===== config.mk =====
export PLATFORM = sky130hd
export DESIGN_NAME = uart_alici_gelismis
export DESIGN_NICKNAME = d
export VERILOG_FILES = /design/src/rtl/uart_alici_gelismis_pkg.sv /design/src/rtl/uart_alici_fifo.sv /design/src/rtl/uart_alici_gelismis.sv
export SDC_FILE = /design/constraint.sdc
export NUM_CORES = 1
export LEC_CHECK = 0
export CORE_MARGIN = 2
export CORE_UTILIZATION = 43
export DETAILED_ROUTE_END_ITERATION = 6
export GPL_TIMING_DRIVEN = 0
export MAX_ROUTING_LAYER = met4
export PLACE_DENSITY = 0.62
export SYNTH_ARGS = -nofsm -noshare
export SYNTH_HDL_FRONTEND = slang
export SYNTH_SLANG_ARGS = --single-unit

===== constraint.sdc =====
create_clock -name clk_g -period 3.3 [get_ports clk_g]
set_clock_uncertainty 0.15 [all_clocks]
set_input_delay 0.33 -clock clk_g [delete_from_list [all_inputs] [get_ports clk_g]]
set_output_delay 0.33 -clock clk_g [all_outputs]
set_load 0.02 [all_outputs]

===== src/rtl/uart_alici_gelismis_pkg.sv =====
// uart_alici_gelismis_pkg
//   Shared definitions for the UART receiver: FSM state encoding, parity mode
//   codes, the default (fastest) divisor and the 3-sample majority helper.
package uart_alici_gelismis_pkg;

  typedef enum logic [2:0] {
    ALICI_BOSTA,
    ALICI_BASLA,
    ALICI_VERI,
    ALICI_ESLIK,
    ALICI_DUR1,
    ALICI_DUR2,
    ALICI_BEKLE
  } alici_durum_t;

  // eslik_mod codes; 2'b00 and 2'b11 both mean "no parity bit"
  localparam logic [1:0] ESLIK_CIFT = 2'b01;
  localparam logic [1:0] ESLIK_TEK  = 2'b10;

  // Divisor value that yields one oversample tick per clock
  localparam int FAST_UART_BOLEN = 0;

  function automatic logic cogunluk(input logic a, input logic b, input logic c);
    return (a & b) | (a & c) | (b & c);
  endfunction

endpackage


===== src/rtl/uart_alici_fifo.sv =====
// uart_alici_fifo
//   Synchronous FIFO holding received words with their error flags.
//   Only instantiated when UART_ALICI_FIFO_EN is defined.
// Ports
//   clk_g, rst_g : clock, asynchronous active-high reset
//   push, din    : write request / data (ignored when full and not popping)
//   pop          : read request (ignored when empty)
//   dout         : head entry
//   full, empty  : occupancy status
module uart_alici_fifo #(
  parameter int W        = 11,
  parameter int DERINLIK = 4
) (
  input  logic         clk_g,
  input  logic         rst_g,
  input  logic         push,
  input  logic         pop,
  input  logic [W-1:0] din,
  output logic [W-1:0] dout,
  output logic         full,
  output logic         empty
);
  localparam int AW = $clog2(DERINLIK);

  logic [W-1:0]  mem [DERINLIK];
  logic [AW-1:0] wr_ptr;
  logic [AW-1:0] rd_ptr;
  logic [AW:0]   sayac;
  logic          push_ok;
  logic          pop_ok;

  assign empty   = (sayac == '0);
  assign full    = (sayac == (AW+1)'(DERINLIK));
  assign pop_ok  = pop & ~empty;
  // a simultaneous pop frees the slot the push needs
  assign push_ok = push & (~full | pop_ok);

  always_ff @(posedge clk_g or posedge rst_g) begin
    if (rst_g) begin
      wr_ptr <= '0;
      rd_ptr <= '0;
      sayac  <= '0;
    end else begin
      if (push_ok) wr_ptr <= wr_ptr + 1'b1;
      if (pop_ok)  rd_ptr <= rd_ptr + 1'b1;
      case ({push_ok, pop_ok})
        2'b10:   sayac <= sayac + 1'b1;
        2'b01:   sayac <= sayac - 1'b1;
        default: sayac <= sayac;
      endcase
    end
  end

  always_ff @(posedge clk_g) begin
    if (push_ok) mem[wr_ptr] <= din;
  end

  assign dout = mem[rd_ptr];

endmodule


===== src/rtl/uart_alici_gelismis.sv =====
// uart_alici_gelismis
//   UART receiver: 2-FF RX synchroniser, runtime baud divisor, ORNEK-times
//   oversampling with 3-sample majority, 5..9 data bits, optional parity,
//   1 or 2 stop bits, parity/framing/break/overrun reporting and a
//   valid/ready output handshake.
//   Build option: define UART_ALICI_FIFO_EN to replace the single holding
//   register with a FIFO_DERINLIK-entry FIFO (uart_alici_fifo).
// Ports
//   clk_g, rst_g   : clock, asynchronous active-high reset
//   RX             : serial line (idle high, asynchronous)
//   bolen          : tick divisor, baud = f_clk/((bolen+1)*ORNEK)
//   eslik_mod      : 01 even, 10 odd, 00/11 no parity
//   dur_iki        : 1 = two stop bits
//   al_veri        : received word, LSB first on the line
//   al_gecerli     : word and flags valid, held until al_hazir
//   al_hazir       : consumer ready
//   eslik_hata, cerceve_hata, kesme : flags of the presented word
//   tasma          : one-cycle pulse when a completed frame is dropped
module uart_alici_gelismis
  import uart_alici_gelismis_pkg::*;
#(
  parameter int VERI_BIT      = 8,
  parameter int ORNEK         = 16,
  parameter int BOLEN_W       = 16,
  parameter int FIFO_DERINLIK = 4
) (
  input  logic                clk_g,
  input  logic                rst_g,
  input  logic                RX,
  input  logic [BOLEN_W-1:0]  bolen,
  input  logic [1:0]          eslik_mod,
  input  logic                dur_iki,
  output logic [VERI_BIT-1:0] al_veri,
  output logic                al_gecerli,
  input  logic                al_hazir,
  output logic                eslik_hata,
  output logic                cerceve_hata,
  output logic                kesme,
  output logic                tasma
);
  localparam int SW = $clog2(ORNEK);
  localparam int KW = VERI_BIT + 3;
  localparam logic [SW-1:0] ORNEK_A   = SW'(ORNEK / 2 - 1);
  localparam logic [SW-1:0] ORNEK_B   = SW'(ORNEK / 2);
  localparam logic [SW-1:0] ORNEK_C   = SW'(ORNEK / 2 + 1);
  localparam logic [SW-1:0] ORNEK_SON = SW'(ORNEK - 1);

  if (VERI_BIT < 5 || VERI_BIT > 9 || ORNEK < 8 || (ORNEK % 2) != 0 ||
      FIFO_DERINLIK < 2 || (FIFO_DERINLIK & (FIFO_DERINLIK - 1)) != 0) begin : g_param_hata
    $error("uart_alici_gelismis: unsupported parameter combination");
  end

  alici_durum_t         durum, durum_n;
  logic                 rx_s1, rx_s2, rx_sync;
  logic [BOLEN_W-1:0]   tick_say, bolen_l;
  logic [SW-1:0]        ornek_say;
  logic [2:0]           orn;
  logic [VERI_BIT-1:0]  veri_kay;
  logic [3:0]           bit_say;
  logic [1:0]           eslik_l;
  logic                 dur_iki_l, eslik_bit, cerceve_acc;
  logic                 tick, karar_an, orta_son, bit_deger, dur_deger;
  logic                 baslat, veri_kaydir, eslik_al, dur_al, tamamla;
  logic                 eslik_kul, beklenen_eslik, cerceve_n, eslik_hata_n, kesme_n;
  logic                 yaz;
  logic [KW-1:0]        yaz_kayit, bas;
  logic                 gecerli, dolu, pop, yukle;

  always_ff @(posedge clk_g or posedge rst_g) begin
    if (rst_g) begin
      rx_s1 <= 1'b1;
      rx_s2 <= 1'b1;
    end else begin
      rx_s1 <= RX;
      rx_s2 <= rx_s1;
    end
  end
  assign rx_sync = rx_s2;

  assign tick      = (durum != ALICI_BOSTA) && (tick_say == bolen_l);
  assign karar_an  = tick && (ornek_say == ORNEK_SON);
  assign orta_son  = tick && (ornek_say == ORNEK_C);
  assign bit_deger = cogunluk(orn[0], orn[1], orn[2]);
  // the last stop bit is decided on its third sample, before it is registered
  assign dur_deger = cogunluk(orn[0], orn[1], rx_sync);

  assign eslik_kul      = (eslik_l == ESLIK_CIFT) || (eslik_l == ESLIK_TEK);
  assign beklenen_eslik = (eslik_l == ESLIK_CIFT) ? ^veri_kay : ~^veri_kay;
  assign cerceve_n      = cerceve_acc | ~dur_deger;
  assign eslik_hata_n   = eslik_kul & (eslik_bit != beklenen_eslik);
  assign kesme_n        = (veri_kay == '0) & ~(eslik_kul & eslik_bit) & cerceve_n;

  always_ff @(posedge clk_g or posedge rst_g) begin
    if (rst_g) durum <= ALICI_BOSTA;
    else       durum <= durum_n;
  end

  always_comb begin
    durum_n     = durum;
    baslat      = 1'b0;
    veri_kaydir = 1'b0;
    eslik_al    = 1'b0;
    dur_al      = 1'b0;
    tamamla     = 1'b0;
    case (durum)
      ALICI_BOSTA: if (!rx_sync) begin
        durum_n = ALICI_BASLA;
        baslat  = 1'b1;
      end
      ALICI_BASLA: if (karar_an) durum_n = bit_deger ? ALICI_BOSTA : ALICI_VERI;
      ALICI_VERI: if (karar_an) begin
        veri_kaydir = 1'b1;
        if (bit_say == 4'(VERI_BIT - 1)) durum_n = eslik_kul ? ALICI_ESLIK : ALICI_DUR1;
      end
      ALICI_ESLIK: if (karar_an) begin
        eslik_al = 1'b1;
        durum_n  = ALICI_DUR1;
      end
      ALICI_DUR1: begin
        if (dur_iki_l) begin
          if (karar_an) begin
            dur_al  = 1'b1;
            durum_n = ALICI_DUR2;
          end
        end else if (orta_son) begin
          tamamla = 1'b1;
          durum_n = (kesme_n || !rx_sync) ? ALICI_BEKLE : ALICI_BOSTA;
        end
      end
      ALICI_DUR2: if (orta_son) begin
        tamamla = 1'b1;
        durum_n = (kesme_n || !rx_sync) ? ALICI_BEKLE : ALICI_BOSTA;
      end
      ALICI_BEKLE: if (rx_sync) durum_n = ALICI_BOSTA;
      default: durum_n = ALICI_BOSTA;
    endcase
  end

  always_ff @(posedge clk_g or posedge rst_g) begin
    if (rst_g) begin
      tick_say    <= '0;
      ornek_say   <= '0;
      orn         <= 3'b111;
      veri_kay    <= '0;
      bit_say     <= '0;
      eslik_bit   <= 1'b0;
      cerceve_acc <= 1'b0;
      bolen_l     <= BOLEN_W'(FAST_UART_BOLEN);
      eslik_l     <= '0;
      dur_iki_l   <= 1'b0;
    end else begin
      if (durum == ALICI_BOSTA) begin
        tick_say  <= '0;
        ornek_say <= '0;
      end else if (tick) begin
        tick_say  <= '0;
        ornek_say <= (ornek_say == ORNEK_SON) ? '0 : ornek_say + 1'b1;
      end else begin
        tick_say  <= tick_say + 1'b1;
      end
      if (tick && ornek_say == ORNEK_A) orn[0] <= rx_sync;
      if (tick && ornek_say == ORNEK_B) orn[1] <= rx_sync;
      if (tick && ornek_say == ORNEK_C) orn[2] <= rx_sync;
      if (baslat) begin
        bolen_l     <= bolen;
        eslik_l     <= eslik_mod;
        dur_iki_l   <= dur_iki;
        bit_say     <= '0;
        eslik_bit   <= 1'b0;
        cerceve_acc <= 1'b0;
      end
      if (veri_kaydir) begin
        veri_kay <= {bit_deger, veri_kay[VERI_BIT-1:1]};
        bit_say  <= bit_say + 1'b1;
      end
      if (eslik_al) eslik_bit <= bit_deger;
      if (dur_al && !bit_deger) cerceve_acc <= 1'b1;
    end
  end

  // completed frame is staged one cycle before it reaches storage
  always_ff @(posedge clk_g or posedge rst_g) begin
    if (rst_g) begin
      yaz       <= 1'b0;
      yaz_kayit <= '0;
    end else begin
      yaz <= tamamla;
      if (tamamla) yaz_kayit <= {kesme_n, cerceve_n, eslik_hata_n, veri_kay};
    end
  end

  assign pop   = gecerli & al_hazir;
  assign yukle = yaz & (~dolu | pop);

`ifdef UART_ALICI_FIFO_EN
  logic bos;
  uart_alici_fifo #(.W(KW), .DERINLIK(FIFO_DERINLIK)) u_fifo (
    .clk_g (clk_g),
    .rst_g (rst_g),
    .push  (yukle),
    .pop   (pop),
    .din   (yaz_kayit),
    .dout  (bas),
    .full  (dolu),
    .empty (bos)
  );
  assign gecerli = ~bos;
`else
  logic [KW-1:0] tut;
  logic          tut_dolu;
  always_ff @(posedge clk_g or posedge rst_g) begin
    if (rst_g) begin
      tut      <= '0;
      tut_dolu <= 1'b0;
    end else if (yukle) begin
      tut      <= yaz_kayit;
      tut_dolu <= 1'b1;
    end else if (pop) begin
      tut_dolu <= 1'b0;
    end
  end
  assign bas     = tut;
  assign dolu    = tut_dolu;
  assign gecerli = tut_dolu;
`endif

  always_ff @(posedge clk_g or posedge rst_g) begin
    if (rst_g) tasma <= 1'b0;
    else       tasma <= yaz & dolu & ~pop;
  end

  assign al_gecerli = gecerli;
  assign {kesme, cerceve_hata, eslik_hata, al_veri} = gecerli ? bas : '0;

endmodule

### After elaboration in Yosys (flattened, before gate mapping)

Cells that the tools add are included.

| storage, ports and cells | value |
|---|---|
| logic and storage cells | 126 |
| register bits | 86 |
| output and inout bits | 13 |

| operators by class | value |
|---|---|
| equal/unequal tests | 22 |
| bitwise gates (word level) | 23 |
| muxes and demuxes | 37 |
| reduce and logical (&&, ||, !) cells | 21 |
| add/subtract/negate cells | 3 |

Operator list:

| kind | number |
|---|---|
| $mux W3 | 11 |
| $mux W16 | 2 |
| $pmux W3 S7 | 1 |
| $mux W4 | 5 |
| $add A16 B1 Y16 const B | 1 |
| $eq A16 B16 Y1 | 1 |
| $mux W1 | 15 |
| $and A1 B1 Y1 | 13 |
| $eq A4 B4 Y1 const B | 3 |
| $ne A2 B2 Y1 const B | 6 |
| $mux W11 | 1 |
| $reduce_bool A2 Y1 | 5 |
| $eq A3 B3 Y1 const B | 3 |
| $add A4 B1 Y4 const B | 2 |
| $eq A4 B3 Y1 const B | 2 |
| $logic_not A8 Y1 | 1 |
| $reduce_xnor A8 Y1 | 1 |
| $reduce_xor A8 Y1 | 1 |
| $reduce_and A7 Y1 | 1 |
| $eq A3 B2 Y1 const B | 2 |
| $logic_and A1 B1 Y1 | 6 |
| $or A1 B1 Y1 | 6 |
| $not A1 Y1 | 4 |
| $eq A3 B1 Y1 const B | 1 |
| 10 further kinds | 12 |

### Depth between registers and ports, before layout

| logic depth | value |
|---|---|
| depth after elaboration | 11 |
| gate-level depth with buffers | 7 |

### Worst setup path after synthesis

OpenSTA, ideal clock, no wires.

| path | value |
|---|---|
| path kind | register to register |
| start point | register tick_say[6] |
| end point | register yaz_kayit[0] |
| slack | 1.307 ns |
| period minus slack after synthesis | 1.993 ns |
| path buffers | 2 |
| stages on the path, launching flop included | 8 |
| library setup time | 0.125 ns |
| arrival time | 1.718 ns |
| required time | 3.025 ns |
| cells stage by stage | dfrtp_1 xor2_1 nor4_4 and4_1 buf_4 nand2_2 buf_6 mux2_4 |

| on the way | value |
|---|---|
| longest elaborated chain between the ends | 6 |

RTL lines:

| element | RTL line | source |
|---|---|---|
| start: declaration | uart_alici_gelismis.sv:55 | `logic [BOLEN_W-1:0] tick_say, bolen_l;` |
| start signal: assignment | uart_alici_gelismis.sv:159 | `tick_say <= tick_say + 1'b1;` |
| $eq A16 B16 Y1 (*) | uart_alici_gelismis.sv:80 | `assign tick = (durum != ALICI_BOSTA) && (tick_say == bolen_l);` |
| $logic_and A1 B1 Y1 (*) | uart_alici_gelismis.sv:80 |  |
| $logic_and A1 B1 Y1 (*) | uart_alici_gelismis.sv:82 | `assign orta_son = tick && (ornek_say == ORNEK_C);` |
| $mux W1 (*) | uart_alici_gelismis.sv:125, uart_alici_gelismis.sv:130 |  |
| $mux W1 | uart_alici_gelismis.sv:120 | `if (dur_iki_l) begin` |
| $pmux W1 S2 (*) | uart_alici_gelismis.sv:105 | `case (durum)` |
| end signal: assignment | uart_alici_gelismis.sv:188 | `if (tamamla) yaz_kayit <= {kesme_n, cerceve_n, eslik_hata_n, veri_kay};` |
| end: declaration | uart_alici_gelismis.sv:66 | `logic [KW-1:0] yaz_kayit, bas;` |

Mark *: on every way between the ends. The rest lies on a longest branch, timed or not.
A chain may end at the register's enable or synchronous reset.

### Final worst setup path

| path | value |
|---|---|
| start point | register tick_say[4] |
| end point | register veri_kay[1] |

| on the way | value |
|---|---|
| longest elaborated chain between the ends | 5 |

RTL lines:

| element | RTL line | source |
|---|---|---|
| $eq A16 B16 Y1 | uart_alici_gelismis.sv:80 |  |
| $logic_and A1 B1 Y1 | uart_alici_gelismis.sv:80 |  |
| $logic_and A1 B1 Y1 | uart_alici_gelismis.sv:81 | `assign karar_an = tick && (ornek_say == ORNEK_SON);` |
| $mux W1 | uart_alici_gelismis.sv:111 | `ALICI_VERI: if (karar_an) begin` |
| $mux W1 | uart_alici_gelismis.sv:105 |  |
| end signal: assignment | uart_alici_gelismis.sv:173 | `veri_kay <= {bit_deger, veri_kay[VERI_BIT-1:1]};` |
| end: declaration | uart_alici_gelismis.sv:58 | `logic [VERI_BIT-1:0] veri_kay;` |

Every way passes these cells.

==> out/qor.tcl <==
set qor(fin_crit_sh) 0.6983
set qor(number_of_distinct_standard_cells_referenced_by_the_synthesized_netlist) 53
set qor(synth.net_count) 454
set qor(drv.max_cap_violation_count) 0
set qor(setup-violations-final) 0
set qor(fin_tns_setup_ps) 0
set qor(clock.fmax_mhz) 433.9
set qor(detail_route.wl_per_cell_microns) 13.68
set qor(vias_per_cell) 5.089
set qor(post_dp_cell_area_sq_um) 4831
set qor(rsz_0062_raised_after_global_routing) {no}
set qor(grt_antenna_before_repair) 0
set qor(post_synth.cell_area_avg_sq_um) 10.18
set qor(clk_pin_slew_ps) 100
set qor(globalplace.congestion) 0.8475
set qor(final_wirelength_microns) 8293
set qor(port_buffers) 35
set qor(run_status) {completed}
set qor(final-max-slew-violation-count) 0
set qor(route.vias.total) 3084
set qor(mostFrequentLayoutCell) {sky130_fd_sc_hd__dfrtp_1}
set qor(yosys.area.top_type) {sky130_fd_sc_hd__dfrtp_1}
set qor(cts_made_buffers) 9
set qor(critical_path.most_common_cell) {sky130_fd_sc_hd__o21ai_0}
set qor(floorplan.die_area_sq_um) 10780
set qor(synth.yosys.seq_area_share) 0.5038
set qor(final_area_sq_um) 5024
set qor(power_density_nw_per_um2) 394.8
set qor(postSynth.asyncResetShare) 1.000
set qor(start_util) 0.4403
set qor(grt_first_pass_wirelength_microns) 14630
set qor(synth_seq_cells) 86
set qor(timing.final.ws_setup_ps) 995.4
set qor(critical_path_required_ps) 3380
set qor(drive_gt1_frac) 0.1374
set qor(drt_drc_violations_left) 0
set qor(netlist_instances) 421
set qor(startpoint_type) {register}
set qor(synth_enable_flop_cells) 0
set qor(total_setup_buffers_inserted_after_cts) 0
set qor(die_h_microns) 103.8
set qor(layout_min_cycle_time_ps) 2305
set qor(worst-path-stages) 6
set qor(reg2regPathDepth) 6
set qor(min_path_type) {primary input to async pin}
set qor(synth_top_cell_area_share) 0.4731
set qor(slew_headroom) 0.4648
set qor(area_delta_synth_final_pct) 17.26
set qor(hold_buffers) 0
set qor(place_ws_ps) 986.9
set qor(detailedRoute.firstPassIterationCount) 4
set qor(tritoncts_clock_tree) {done}
set qor(largest_cells_by_area_after_synthesis) {sky130_fd_sc_hd__dfrtp_1 47%, sky130_fd_sc_hd__nand2_1 6.0%, sky130_fd_sc_hd__xor2_1 4.5%}
set qor(clock-root-buffer) {sky130_fd_sc_hd__clkbuf_8}
set qor(final_antenna_net_count) 0
set qor(worst-path-buf-inv) 1
set qor(worst_skew_pair.late_latency_ps) 360
set qor(final-hold-violation-count) 0
set qor(report.power.total_w) 0.001983
set qor(cts_num_sinks) 86
set qor(gr-total-overflow) 0
set qor(boundaryPins) 36
set qor(die_width_microns) 103.8
set qor(final_core_util) 0.5163
set qor(antenna_cells_inserted) 0
set qor(vdd.ir_drop.worst_uv) 251.9
set qor(cp_cell_sequence) {xor2_1, nor4_2, nand4_2, clkbuf_1, o21ai_0, o21ai_0}
set qor(post-dp-hpwl_microns) 5993
set qor(critical-path-max-stage-delay_ps) 440
set qor(timing_worst_slew_pin_value_ps) 796.6
set qor(path_max_fanout) 10
set qor(layout.cells.most_common_list) {81 x sky130_fd_sc_hd__dfrtp_1, 69 x sky130_fd_sc_hd__nand2_1, 35 x sky130_fd_sc_hd__clkdlybuf4s50_1, 32 x sky130_fd_sc_hd__nor2_1, 23 x sky130_fd_sc_hd__o21ai_0}
set qor(arrival_ps) 2380
set qor(coreArea_sq_um) 9729
set qor(syn-cell-area_sq_um) 4284
set qor(power.leakage_nw) 2.329
set qor(nNetsFinal) 501
set qor(ys_warn_count) 0
set qor(cts.htree.levels) 3
set qor(type_of_the_worst_setup_path) {register to register}
set qor(critical_path.slowest_cell) {sky130_fd_sc_hd__dfrtp_1}
set qor(starting_drc_count_in_detailed_routing) 160
set qor(timing.critical_path.to_type) {register}
set qor(cts-resized-gates) 0
set qor(rows) 36
set qor(grt_overall_usage) 0.1717
set qor(number_of_global_route_vias_before_repair) 3017
set qor(ys.flop_type) {sky130_fd_sc_hd__dfrtp_1}
set qor(top_family_by_delay_on_critical_path) {simple AND/OR/NAND/NOR gates}
set qor(grt_max_degree) 47
set qor(cts_max_path_buffers) 2
-- cell families (layout without fill, tap and decap cells) --
kind of cell,count (synthesis),count (layout),share of synthesized area
XOR/XNOR,35,35,0.07155
AO/OA/AOI/OAI,53,53,0.07565
multiplexers,26,26,0.07623
flip-flops,86,86,0.5038
buffers and inverters,39,91,0.03826
AND/OR/NAND/NOR,170,170,0.2006
adder cells (fa/ha/maj),12,12,0.03388
-- cell usage after synthesis, drive strengths merged, types with 2 or more instances --
| cell | n |
|---|---|
| and4 | 2 |
| a41oi | 2 |
| and2 | 13 |
| xor2 | 22 |
| xnor2 | 13 |
| mux2 | 26 |
| ha | 10 |
| nand3 | 7 |
| buf | 5 |
| and4b | 2 |
| o21ai | 23 |
| dfstp | 5 |
| nor4 | 5 |
| dfrtp | 81 |
| nor3 | 7 |
| maj3 | 2 |
| nand2b | 5 |
| a211oi | 2 |
| nor2 | 32 |
| clkbuf | 13 |
| nand3b | 2 |
| a31o | 3 |
| or3 | 3 |
| a21oi | 12 |
| a31oi | 2 |
| inv | 21 |
| nand4 | 9 |
| or2 | 2 |
| and3 | 5 |
| nand2 | 70 |
| nor2b | 3 |
-- metal layers --
layer | vias to the layer above | part of all wire | routed length (microns) | track usage
li1 | 1509 | - | - | -
met1 | 1459 | 0.48 | 4003 | 0.2347
met2 | 94 | 0.45 | 3773 | 0.2580
met3 | 22 | 0.044 | 369 | 0.03335
met4 | 0 | 0.018 | 147 | 0.05695
met5 | - | 0 | 0 | -
-- sequential cells by signal, indices dropped and copies added (netlist names), 4 cells and up --
signal,cells
bas,11
bit_say,4
bolen_l,16
ornek_say,4
tick_say,16
veri_kay,8
yaz_kayit,11
-- power by group --
group	switching, W	internal (W)
sequential	0.0000416	0.00109
clock	0.000394	0.000320
combinational	0.0000727	0.0000659
total	0.000508	0.00148
-- per-stage QoR --
| step | hold WS [ps] | cells |
|---|---|---|
| final | 199.2 | 606 |
| after detailed placement | 197.0 | 590 |
| after global placement | 195.6 | 589 |
| after global routing | 214.7 | 606 |
| after floorplan | 184.5 | 421 |
| after CTS | 209.0 | 606 |
-- worst paths after layout --
check / from / end / slack (ps)
setup / recovery: tick_say[4]$_DFF_PP0_ / veri_kay[1]$_DFFE_PP0P_ / 1000
hold / removal: rst_g / bolen_l[3]$_DFFE_PP0P_ / 200
setup reg to reg: tick_say[4]$_DFF_PP0_ / veri_kay[1]$_DFFE_PP0P_ / 1000
hold reg to reg: rx_s1$_DFF_PP1_ / rx_s2$_DFF_PP1_ / 210
max in group asynchronous: rst_g / durum[2]$_DFFE_PP0P_ / 2190
min in group clk_g: rx_s1$_DFF_PP1_ / rx_s2$_DFF_PP1_ / 210
-- final cells by class --
class	instances	area, sq um
fillers	929	4706
flip-flops and latches	86	2158
multi-input cells	296	1962
repair buffers	36	377.9
well taps	133	166.4
clock buffers	11	151.4
plain buffers	18	85.08
inverters	21	81.33
clock inverters	5	41.29
-- worst register-to-register path, cell delays in order (launching register included) --
cell                       delay [ps]
sky130_fd_sc_hd__dfrtp_1          440
sky130_fd_sc_hd__xor2_1           170
sky130_fd_sc_hd__nor4_2           410
sky130_fd_sc_hd__nand4_2          330
sky130_fd_sc_hd__clkbuf_1         320
sky130_fd_sc_hd__o21ai_0          250
sky130_fd_sc_hd__o21ai_0          110
Power figures use the tool's default switching activity.
